### config.mk
export PLATFORM = sky130hd
export DESIGN_NAME = mux_4_1_rr_arbiter
export DESIGN_NICKNAME = d
export VERILOG_FILES = /design/src/rtl/mux_4_1_rr_arbiter.sv
export SDC_FILE = /design/constraint.sdc
export NUM_CORES = 1
export LEC_CHECK = 0
export CAP_MARGIN = 20
export CORE_ASPECT_RATIO = 1.1
export CORE_MARGIN = 8
export CORE_UTILIZATION = 48
export CTS_BUF_LIST = sky130_fd_sc_hd__clkbuf_16
export DETAILED_ROUTE_END_ITERATION = 12
export GPL_ROUTABILITY_DRIVEN = 0
export PLACE_DENSITY = 0.88
export SLEW_MARGIN = 40
export SYNTH_ARGS = -nofsm -noshare
export SYNTH_HDL_FRONTEND = slang
export SYNTH_SLANG_ARGS = --single-unit
export TNS_END_PERCENT = 5
### constraint.sdc
create_clock -name clk -period 4.5 [get_ports clk]
set_input_delay 0.9 -clock clk [delete_from_list [all_inputs] [get_ports clk]]
set_output_delay 0.9 -clock clk [all_outputs]
set_load 0.02 [all_outputs]
### src/rtl/mux_4_1_rr_arbiter.sv
// Round-robin arbiter sharing one 4:1 mux among four valid/ready requesters,
// feeding a one-entry registered output stage with its own valid/ready handshake.
module mux_4_1_rr_arbiter #(
  parameter int W = 4
) (
  input  logic         clk,
  input  logic         rst,
  input  logic [3:0]   in_valid,
  input  logic [W-1:0] d0,
  input  logic [W-1:0] d1,
  input  logic [W-1:0] d2,
  input  logic [W-1:0] d3,
  output logic [3:0]   in_ready,
  output logic         out_valid,
  output logic [W-1:0] out_data,
  output logic [1:0]   out_sel,
  input  logic         out_ready
);

  logic [1:0]   ptr;
  logic [3:0]   gnt;
  logic [1:0]   gsel;
  logic         found;
  logic [1:0]   idx;
  logic         can_load;
  logic [W-1:0] mux_data;

  assign can_load = !out_valid || out_ready;

  // Scan from ptr upward (mod 4); the first requester seen wins.
  always_comb begin
    gnt   = '0;
    gsel  = '0;
    found = 1'b0;
    idx   = '0;
    for (int unsigned k = 0; k < 4; k++) begin
      idx = ptr + 2'(k);
      if (!found && in_valid[idx]) begin
        gnt[idx] = 1'b1;
        gsel     = idx;
        found    = 1'b1;
      end
    end
  end

  assign in_ready = (rst || !can_load) ? '0 : gnt;

  always_comb begin
    mux_data = '0;
    case (gsel)
      2'd0: mux_data = d0;
      2'd1: mux_data = d1;
      2'd2: mux_data = d2;
      2'd3: mux_data = d3;
      default: mux_data = '0;
    endcase
  end

  always_ff @(posedge clk) begin
    if (rst) begin
      out_valid <= 1'b0;
      out_data  <= '0;
      out_sel   <= '0;
      ptr       <= '0;
    end else if (|in_ready) begin
      out_valid <= 1'b1;
      out_data  <= mux_data;
      out_sel   <= gsel;
      ptr       <= gsel + 2'd1;
    end else if (out_valid && out_ready) begin
      out_valid <= 1'b0;
    end
  end

endmodule

==> flow_metrics.env <==
export IMPL_ios=34
export IMPL_final_nets=208
export IMPL_whs_path_depth=2
export IMPL_synth_top_family_by_area="compound AO/OA/AOI/OAI gates"
export IMPL_cp_max_fo=10
export IMPL_grt_first_pass_wirelength_um=5610
export IMPL_numCtsBuffers=3
export IMPL_cp_startpoint="in_valid[1]"
export IMPL_rsz0062_at_grt="false"
export IMPL_yosysWarnings=0
export IMPL_die_area_mm2=0.00444
export IMPL_totalWireLength_um=3220
export IMPL_cts_tree="yes"
export IMPL_layout_drive_gt1_share_pct=16.2
export IMPL_instances_no_fill=204
export IMPL_fin_crit_ns=4.35
export IMPL_portBuffers=33
export IMPL_drc=0
export IMPL_postRouteAntennaNets=0
export IMPL_vias=1215
export IMPL_hold_buffers=0
export IMPL_yosys_top_cells_area="dfxtp_1, ha_1, mux2_2"
export IMPL_place_inst=200
export IMPL_h_tree_depth=1
export IMPL_grt_pass1_vias=1286
export IMPL_ys_flop_type="dfxtp_1"
export IMPL_die_x_um=64.3
export IMPL_leakage_nw=0.649
export IMPL_cts_sinks=9
export IMPL_antenna_cells=0
export IMPL_fp_coreArea_mm2=0.00247
export IMPL_fin_worst_skew_ns=0.00179
export IMPL_status="finished, final reports clean"
export IMPL_initial_core_util_pct=49.7
export IMPL_num_rows=19
export IMPL_grt_use_total_pct=14.6
export IMPL_area_growth_pct=34.0
export IMPL_drt_iter0_drc=87
export IMPL_synth_compound_area_share_pct=25.2
export IMPL_vdd_ir_drop_max_uv=505
export IMPL_fin_tns_setup_ns=0
export IMPL_crit_type="input port to output port"
export IMPL_place_hpwl_um=2560
export IMPL_avgSynthCellArea_um2=8.79
export IMPL_clk_latency_ns=0.23
export IMPL_root_buffer="clkbuf_16"
export IMPL_synth_async_sr_flop_share_pct=0
export IMPL_yosys_area_top_type_share_pct=14.6
export IMPL_r2r_start="ptr[0]"
export IMPL_avgViaCountPerCell=5.96
export IMPL_syn_nets=174
export IMPL_cp_required_ns=3.60
export IMPL_fmax_ghz=0.230
export IMPL_relSlewSlack_pct=58.8
export IMPL_maxCapViolCount=0
export IMPL_power_density_mw_per_mm2=618
export IMPL_ctsResizeCount=0
export IMPL_final_util_pct=66.6
export IMPL_hold_start="out_sel[1]"
export IMPL_hold_viol=0
export IMPL_synth_fa_ha_area_share_pct=11.2
export IMPL_syn_area_mm2=0.00123
export IMPL_yosysSeqAreaShare_pct=14.6
export IMPL_cp_end_kind="output port"
export IMPL_tightestPinTransition_ns=0.610
export IMPL_maxSlewViolCount=0
export IMPL_path_clk_slew_ns=0.04
export IMPL_grt_max_degree=25
export IMPL_power_mw=1.02
export IMPL_die_h_um=69.1
export IMPL_ys_types=42
export IMPL_ys_ff_latch=9
export IMPL_hp_class="register to register"
export IMPL_synth_edf_count=0
export IMPL_yosys_mux_area_fraction_pct=19.3
export IMPL_wl_per_cell_um=15.8
export IMPL_setup_viol=0
export IMPL_grt_overflow=0
export IMPL_yosys_area_share_simple_pct=22.0
export IMPL_fin_crit_sh_pct=96.7
export IMPL_netlist_instances=140
export IMPL_arrival_ns=3.45
export IMPL_grt_antenna_before_repair=0
export IMPL_yosys_area_top_type="dfxtp_1"
export IMPL_reg2reg_depth=13
export IMPL_cp_start_kind="input port"
export IMPL_cts_setup_buffers=0
export IMPL_firstDrtPassIters=4
export IMPL_cts_buffer_depth=2
export IMPL_synth_xor_area_share_pct=0
## path summary, 6_finish.rpt
check             slack (ns)     endpoint
setup / recovery        0.15  in_ready[0]
hold / removal          0.48   out_sel[1]
setup reg to reg        0.85  out_data[2]
hold reg to reg         0.48   out_sel[1]
## cell usage after synthesis, types with 2 or more instances
library cell and n:
o22ai_1 2, buf_2 3, a21oi_1 9, mux4_2 3, inv_1 5, nor3_1 2
and3b_1 2, a222oi_1 4, nand2_1 8, a31oi_1 3, mux2_2 8, nand2b_1 9
nor2b_1 6, mux2i_1 8, o21ai_0 4, or2b_1 2, nor2_1 13, dfxtp_1 9
buf_4 3, buf_6 3, ha_1 11, a221o_1 3
## report_power, final
part / switching, mW / total, mW / internal (mW)
Clock: 0.0386 / 0.155 / 0.116
Sequential: 0.0162 / 0.128 / 0.112
Combinational: 0.397 / 0.736 / 0.339
Total: 0.451 / 1.02 / 0.567
## through the flow
stage / worst slack [ns] / instance area, um^2 / hold slack, ns
3_5_place_dp: 0.147 / 1570 / 0.476
2_1_floorplan: 0.767 / 1230 / 0.546
4_1_cts: 0.169 / 1650 / 0.486
6_report: 0.147 / 1650 / 0.482
5_1_grt: 0.0667 / 1650 / 0.513
3_3_place_gp: 0.256 / 1570 / 0.464
## placed cells by master, fill, tap and decap left out, types with 2 or more instances in the layout
| cell | n |
|---|---|
| clkdlybuf4s50_1 | 33 |
| nor2_1 | 13 |
| ha_1 | 11 |
| a21oi_1 | 9 |
| nand2b_1 | 9 |
| dfxtp_1 | 9 |
| nand2_1 | 8 |
| mux2_2 | 8 |
| mux2i_1 | 8 |
| inv_1 | 6 |
| nor2b_1 | 6 |
| buf_4 | 6 |
| o21ai_0 | 4 |
| a222oi_1 | 4 |
| mux4_2 | 3 |
| a31oi_1 | 3 |
| a221o_1 | 3 |
| clkbuf_16 | 3 |
| and3b_1 | 2 |
| nor3_1 | 2 |
| or2b_1 | 2 |
| o22ai_1 | 2 |
## critical path: stages
cell,delay [ns]
clkdlybuf4s50_1,0.56
mux4_2,0.61
a31o_1,0.22
a221o_1,0.26
o21ai_1,0.21
a21oi_1,0.13
clkdlybuf4s50_1,0.55
## final cells by class
class / instances / area [um^2]
Multi-Input combinational cell: 116 / 956
Fill cell: 208 / 825
Timing Repair Buffer: 39 / 375
Sequential cell: 9 / 180
Clock buffer: 3 / 75.1
Tap cell: 31 / 38.8
Inverter: 5 / 18.8
Clock inverter: 1 / 3.75
## registers in the layout, summed over array words and instances, names as in the netlist
register and flops:
out_valid 1, ptr 2, out_data 4, out_sel 2
## per-layer routing
| layer | global-route usage, % | up-vias | share of wire [%] |
|---|---|---|---|
| met4 | 5.34 | 0 | 1.9 |
| met3 | 5.17 | 8 | 8.6 |
| met1 | 15.4 | 570 | 39 |
| li1 | - | 588 | - |
| met2 | 25.8 | 49 | 50 |
| met5 | 0 | - | 0 |
## kinds of logic (layout without fill, tap and decap cells)
group                      after synthesis  count (layout)
adders and majority gates               11              11
AOI/OAI and AO/OA                       37              37
and+or+nand+nor                         49              49
muxes                                   19              19
buffers and inverters                   15              48
DFF                                      9               9
Note: power is estimated with default switching activity, not from simulation.
